### config.mk
export PLATFORM = sky130hd
export DESIGN_NAME = regfile_sequencer
export DESIGN_NICKNAME = d
export VERILOG_FILES = /design/src/rtl/regseq_pkg.sv /design/src/rtl/regfile_sequencer.sv
export SDC_FILE = /design/constraint.sdc
export NUM_CORES = 1
export LEC_CHECK = 0
export CAP_MARGIN = 0
export CORE_UTILIZATION = 37
export CTS_BUF_LIST = sky130_fd_sc_hd__clkbuf_4
export CTS_CLUSTER_DIAMETER = 40
export DETAILED_ROUTE_END_ITERATION = 8
export GPL_ROUTABILITY_DRIVEN = 0
export GPL_TIMING_DRIVEN = 0
export PLACE_DENSITY = 0.65
export SLEW_MARGIN = 20
export SYNTH_ARGS = -nofsm -noshare
export SYNTH_HDL_FRONTEND = slang
export SYNTH_SLANG_ARGS = --single-unit
### constraint.sdc
create_clock -name Clock -period 2.8 [get_ports Clock]
set_input_delay 0.56 -clock Clock [delete_from_list [all_inputs] [get_ports Clock]]
set_output_delay 0.56 -clock Clock [all_outputs]
set_load 0.01 [all_outputs]
### src/rtl/regseq_pkg.sv
// Shared encodings for regfile_sequencer: command opcodes, FSM states, register count.
package regseq_pkg;

  localparam int NREG = 16;

  typedef enum logic [1:0] {
    OP_LOAD   = 2'b00,
    OP_ADD    = 2'b01,
    OP_SERIES = 2'b10,
    OP_CLEAR  = 2'b11
  } op_e;

  typedef enum logic [2:0] {
    IDLE  = 3'd0,
    READ  = 3'd1,
    WRITE = 3'd2,
    CLEAR = 3'd3,
    DONE  = 3'd4
  } state_e;

endpackage

### src/rtl/regfile_sequencer.sv
// Command-driven initiator for the RegFile2 port set (load / add / series-add / clear).
// Optional sticky carry flag on the overflow port when SEQ_OVERFLOW_FLAG_EN is defined.
module regfile_sequencer
  import regseq_pkg::*;
#(
  parameter int WIDTH = 16,
  parameter int AW    = 4
) (
  input  logic             Clock,
  input  logic             Reset,
  input  logic             cmd_valid,
  output logic             cmd_ready,
  input  logic [1:0]       cmd_op,
  input  logic [AW-1:0]    cmd_dst,
  input  logic [AW-1:0]    cmd_srca,
  input  logic [AW-1:0]    cmd_srcb,
  input  logic [WIDTH-1:0] cmd_imm,
  input  logic [AW-1:0]    cmd_count,
  output logic             WriteEnable,
  output logic [AW-1:0]    SelectInput,
  output logic [AW-1:0]    SelectA,
  output logic [AW-1:0]    SelectB,
  output logic [WIDTH-1:0] In,
  input  logic [WIDTH-1:0] A,
  input  logic [WIDTH-1:0] B,
  output logic             busy,
  output logic             done,
  output logic             overflow
);

  state_e           state_q, state_d;
  op_e              op_q, op_d;
  logic [AW-1:0]    dst_q, dst_d;
  logic [AW-1:0]    srca_q, srca_d;
  logic [AW-1:0]    srcb_q, srcb_d;
  logic [AW-1:0]    cnt_q, cnt_d;
  logic [AW-1:0]    k_q, k_d;
  logic [WIDTH-1:0] sum_q, sum_d;
  logic             we_q, we_d;
  logic             done_q, done_d;
  logic [AW-1:0]    sel_in_q, sel_in_d;
  logic [AW-1:0]    sel_a_q, sel_a_d;
  logic [AW-1:0]    sel_b_q, sel_b_d;
  logic [WIDTH-1:0] in_q, in_d;
  logic [WIDTH-1:0] sum_rd;
  logic             accept;

`ifdef SEQ_OVERFLOW_FLAG_EN
  logic [WIDTH:0] add_full;
  logic           ovf_q, ovf_d;

  assign add_full = {1'b0, A} + {1'b0, B};
  assign sum_rd   = add_full[WIDTH-1:0];
  assign overflow = ovf_q;
`else
  assign sum_rd   = A + B;
  assign overflow = 1'b0;
`endif

  assign cmd_ready   = (state_q == IDLE) && !Reset;
  assign accept      = cmd_valid && cmd_ready;
  assign busy        = (state_q != IDLE);
  assign done        = done_q;
  assign WriteEnable = we_q;
  assign SelectInput = sel_in_q;
  assign SelectA     = sel_a_q;
  assign SelectB     = sel_b_q;
  assign In          = in_q;

  // Outputs are computed for the state being entered so they appear registered in that state.
  always_comb begin
    state_d  = state_q;
    op_d     = op_q;
    dst_d    = dst_q;
    srca_d   = srca_q;
    srcb_d   = srcb_q;
    cnt_d    = cnt_q;
    k_d      = k_q;
    sum_d    = sum_q;
    we_d     = 1'b0;
    done_d   = 1'b0;
    sel_in_d = sel_in_q;
    sel_a_d  = sel_a_q;
    sel_b_d  = sel_b_q;
    in_d     = in_q;
`ifdef SEQ_OVERFLOW_FLAG_EN
    ovf_d    = ovf_q;
`endif

    case (state_q)
      IDLE: begin
        if (accept) begin
          op_d   = op_e'(cmd_op);
          dst_d  = cmd_dst;
          srca_d = cmd_srca;
          srcb_d = cmd_srcb;
          cnt_d  = cmd_count;
          k_d    = '0;
          case (op_e'(cmd_op))
            OP_LOAD: begin
              state_d  = WRITE;
              sum_d    = cmd_imm;
              we_d     = 1'b1;
              sel_in_d = cmd_dst;
              in_d     = cmd_imm;
            end
            OP_ADD, OP_SERIES: begin
              state_d = READ;
              sel_a_d = cmd_srca;
              sel_b_d = cmd_srcb;
            end
            default: begin
              state_d  = CLEAR;
              we_d     = 1'b1;
              sel_in_d = '0;
              in_d     = '0;
`ifdef SEQ_OVERFLOW_FLAG_EN
              ovf_d    = 1'b0;
`endif
            end
          endcase
        end
      end

      READ: begin
        state_d  = WRITE;
        sum_d    = sum_rd;
        we_d     = 1'b1;
        sel_in_d = dst_q + k_q;
        in_d     = sum_rd;
`ifdef SEQ_OVERFLOW_FLAG_EN
        ovf_d    = ovf_q | add_full[WIDTH];
`endif
      end

      WRITE: begin
        if (op_q == OP_SERIES && k_q != cnt_q) begin
          k_d     = k_q + 1'b1;
          state_d = READ;
          sel_a_d = srca_q + k_d;
          sel_b_d = srcb_q + k_d;
        end else begin
          state_d = DONE;
          done_d  = 1'b1;
        end
      end

      CLEAR: begin
        if (k_q == AW'(NREG - 1)) begin
          state_d = DONE;
          done_d  = 1'b1;
        end else begin
          k_d      = k_q + 1'b1;
          we_d     = 1'b1;
          sel_in_d = k_d;
          in_d     = '0;
        end
      end

      DONE: state_d = IDLE;

      default: state_d = IDLE;
    endcase
  end

  always_ff @(posedge Clock) begin
    if (Reset) begin
      state_q  <= IDLE;
      op_q     <= OP_LOAD;
      dst_q    <= '0;
      srca_q   <= '0;
      srcb_q   <= '0;
      cnt_q    <= '0;
      k_q      <= '0;
      sum_q    <= '0;
      we_q     <= 1'b0;
      done_q   <= 1'b0;
      sel_in_q <= '0;
      sel_a_q  <= '0;
      sel_b_q  <= '0;
      in_q     <= '0;
`ifdef SEQ_OVERFLOW_FLAG_EN
      ovf_q    <= 1'b0;
`endif
    end else begin
      state_q  <= state_d;
      op_q     <= op_d;
      dst_q    <= dst_d;
      srca_q   <= srca_d;
      srcb_q   <= srcb_d;
      cnt_q    <= cnt_d;
      k_q      <= k_d;
      sum_q    <= sum_d;
      we_q     <= we_d;
      done_q   <= done_d;
      sel_in_q <= sel_in_d;
      sel_a_q  <= sel_a_d;
      sel_b_q  <= sel_b_d;
      in_q     <= in_d;
`ifdef SEQ_OVERFLOW_FLAG_EN
      ovf_q    <= ovf_d;
`endif
    end
  end

endmodule

==> results.json <==
{
  "yosysSeqAreaShare_pct": 31.7,
  "synth_fp_nets": 520,
  "grt_pass1_vias": 3367,
  "dp_hpwl_um": 8020,
  "finalNonFillerCells": 636,
  "cts_tree": "yes",
  "htree_num_levels": 2,
  "dr.pass1.iters": 4,
  "area_delta_synth_final_pct": 34.4,
  "die_w_um": 98.9,
  "design_area_um2": 4670,
  "cp-startpoint": "B[0]",
  "cp_max_fo": 3,
  "start_util_pct": 39.1,
  "antenna_found_initial": 0,
  "fmax_ghz": 0.366,
  "maxSlewHeadroom_pct": 65.5,
  "period_share_pct": 97.6,
  "hp-class": "flip-flop to flip-flop",
  "fin_crit_ns": 2.73,
  "reg2reg_setup_slack_ns": 0.42,
  "fp-row-count": 34,
  "r2r_cells": 9,
  "synth.avg_cell_area_um2": 8.27,
  "status": "completed",
  "finalMaxSlewViolations": 0,
  "synth.ff_latch_count": 55,
  "hold_violations": 0,
  "fp.dieArea_um2": 9780,
  "synth_area_um2": 3470,
  "cp.depth": 11,
  "vias": 3391,
  "cp_num_buf_inv": 2,
  "peakVddDrop_mv": 0.440,
  "ctsResizeCount": 0,
  "overflow": 0,
  "cp-endpoint": "In[12]$_SDFFE_PP0P_",
  "cts_buffer_depth": 2,
  "ys.flop_type": "dfxtp_1",
  "layout-drive-gt1-share_pct": 6.25,
  "clockRootBuffer": "clkbuf_4",
  "layout.nets": 627,
  "netlist_instances": 420,
  "grt_max_degree": 18,
  "cpLargestDelayFamily": "compound AO/OA/AOI/OAI gates",
  "synth_cell_types": 55,
  "dpl.cell_count": 628,
  "final_common_cell": "clkdlybuf4s50_1",
  "r2r-start": "k_q[0]$_SDFFE_PP0P_",
  "nFillCells": 865,
  "crit_arrival_ns": 3.02,
  "crit_chain": "clkdlybuf4s50_1, ha_1, inv_1, fa_1, nor2b_1, o31a_1, o21ai_2, o21ai_1, a311o_1, a22oi_1, a211oi_1",
  "cts_hold_buf": 0,
  "crit_path_max_incr_delay_ns": 0.47,
  "clock-sinks": 55,
  "mostFrequentLayoutCells": "100 x clkdlybuf4s50_1, 55 x dfxtp_1, 52 x nand2_1",
  "placed_area_um2": 4610,
  "clk_latency_ns": 0.38,
  "clkTransAtPathRegs_ns": 0.15,
  "post-cts-setup-buffers": 0,
  "required_ns": 3.09,
  "setup.worst_path.class": "primary input to flip-flop",
  "start_kind": "primary input",
  "core_um2": 8890,
  "n_antenna_cell": 0,
  "wire_per_inst_um": 16.0,
  "synth_edf_count": 0,
  "fin_ws_ns": 0.0677,
  "grt_usage_pct": 21.3,
  "drv_cap": 0,
  "drt-initial-drc-count": 140,
  "pre_cts_slack_ns": -0.278,
  "clock_skew_ns": 0.0176,
  "tightest_slew_ns": 0.514,
  "io_pins": 102,
  "antenna_left": 0,
  "routed_wl_um": 10200,
  "p_leak_nw": 1.87,
  "final.setup.tns_ns": 0,
  "die_h_um": 98.9,
  "end_kind": "flip-flop",
  "grt_pass1_wl_um": 16700,
  "setup_viol": 0,
  "r2r-end": "SelectB[3]$_SDFFE_PP0P_",
  "yosys_warnings": 0,
  "drc": 0,
  "rsz0062_at_grt": "false",
  "async_reset_ff_share_pct": 0,
  "power_density_nw_per_um2": 765,
  "critPathSlowestCell": "clkdlybuf4s50_1",
  "io_buffers": 100,
  "numCtsBuffers": 5,
  "viasPerCell": 5.33,
  "power_w": 0.00357
}
==> per-layer routing <==
| metal | vias to the layer above | global-route usage (%) | share of wire, % | wire (um) |
|---|---|---|---|---|
| li1 | 1709 | - | - | - |
| met1 | 1598 | 29.0 | 48 | 4890 |
| met2 | 78 | 35.5 | 47 | 4760 |
| met3 | 6 | 2.77 | 4.0 | 410 |
| met4 | 0 | 5.40 | 0.95 | 97 |
| met5 | - | 0 | 0 | 0 |
==> power by group <==
group | internal, W | total, W | switching [W]
sequential | 0.00102 | 0.00118 | 0.000159
clock | 0.0000972 | 0.000361 | 0.000264
combinational | 0.000923 | 0.00203 | 0.00111
==> cell families (layout without fill, tap and decap cells) <==
logic type	count (synthesis)	after routing	share of synthesized area (%)
simple gates	152	152	21.2
compound gates	118	118	23.0
flops	55	55	31.7
buf+inv	34	142	4.58
fa+ha+maj	31	31	12.0
xor+xnor	27	27	6.81
mux	2	2	0.577
other cells	1	1	0.108
==> cell usage after synthesis, types with 3 or more instances <==
master    instances  area, um^2
dfxtp_1          55        1100
nand2_1          52         195
nor2_1           39         146
o21ai_0          32         160
ha_1             27         338
a21oi_1          26         130
nand2b_1         17         106
xnor2_1          17         149
a221oi_1         15         131
nor3_1           13        65.1
buf_2            11        55.1
inv_1            10        37.5
xor2_1           10        87.6
clkbuf_1          8        30.0
nand3_1           8        40.0
a211oi_1          7        52.6
a21o_1            7        52.6
a311oi_1          6        52.6
nor2b_1           5        31.3
and2_1            4        25.0
fa_1              4        80.1
o21a_1            4        30.0
a31oi_1           3        18.8
and3_1            3        18.8
==> sequential cells by signal, summed over array words and instances (netlist names) <==
register and flops:
In 16, SelectA 4, SelectB 4, SelectInput 4
WriteEnable 1, cnt_q 4, done 1, dst_q 4
k_q 4, op_q 2, srca_q 4, srcb_q 4
state_q 3
==> cell type report <==
type / instances / area, um^2 / share of cell area (%)
buffer: 23 / 118 / 2.52
clock buffer: 5 / 37.5 / 0.805
clock inverter: 3 / 20.0 / 0.429
inverter: 11 / 41.3 / 0.885
multi-input combinational: 331 / 2210 / 47.4
sequential: 55 / 1100 / 23.6
tap: 108 / 135 / 2.90
timing repair buffer: 100 / 1000 / 21.5
==> worst reg2reg max path, stage by stage, from the launching register on <==
cell      delay [ns]
dfxtp_1         0.44
ha_1            0.27
xnor2_1         0.29
inv_1           0.12
ha_1            0.32
a21oi_1         0.20
xor2_1          0.20
and3_1          0.18
nor2_1          0.06
a311oi_2        0.23
==> how the worst min path moves through the flow <==
stage                           from                    end  slack (ns)  depth (start not counted)
2_1_floorplan   op_q[1]$_SDFFE_PP0P_   op_q[1]$_SDFFE_PP0P_        0.45                          2
3_3_place_gp     In[15]$_SDFFE_PP0P_    In[15]$_SDFFE_PP0P_        0.46                          2
3_5_place_dp     In[15]$_SDFFE_PP0P_    In[15]$_SDFFE_PP0P_        0.47                          2
4_1_cts          In[15]$_SDFFE_PP0P_    In[15]$_SDFFE_PP0P_        0.49                          2
5_1_grt          In[15]$_SDFFE_PP0P_    In[15]$_SDFFE_PP0P_        0.52                          2
6_report       dst_q[2]$_SDFFE_PP0P_  dst_q[2]$_SDFFE_PP0P_        0.50                          2
==> stage by stage <==
step	utilization (%)	hold slack [ns]
4_1_cts	52.5	0.492
3_3_place_gp	51.8	0.457
2_1_floorplan	-	0.450
5_1_grt	52.5	0.521
3_5_place_dp	51.8	0.473
6_report	52.5	0.498
Note: power is estimated with default switching activity, not from simulation.
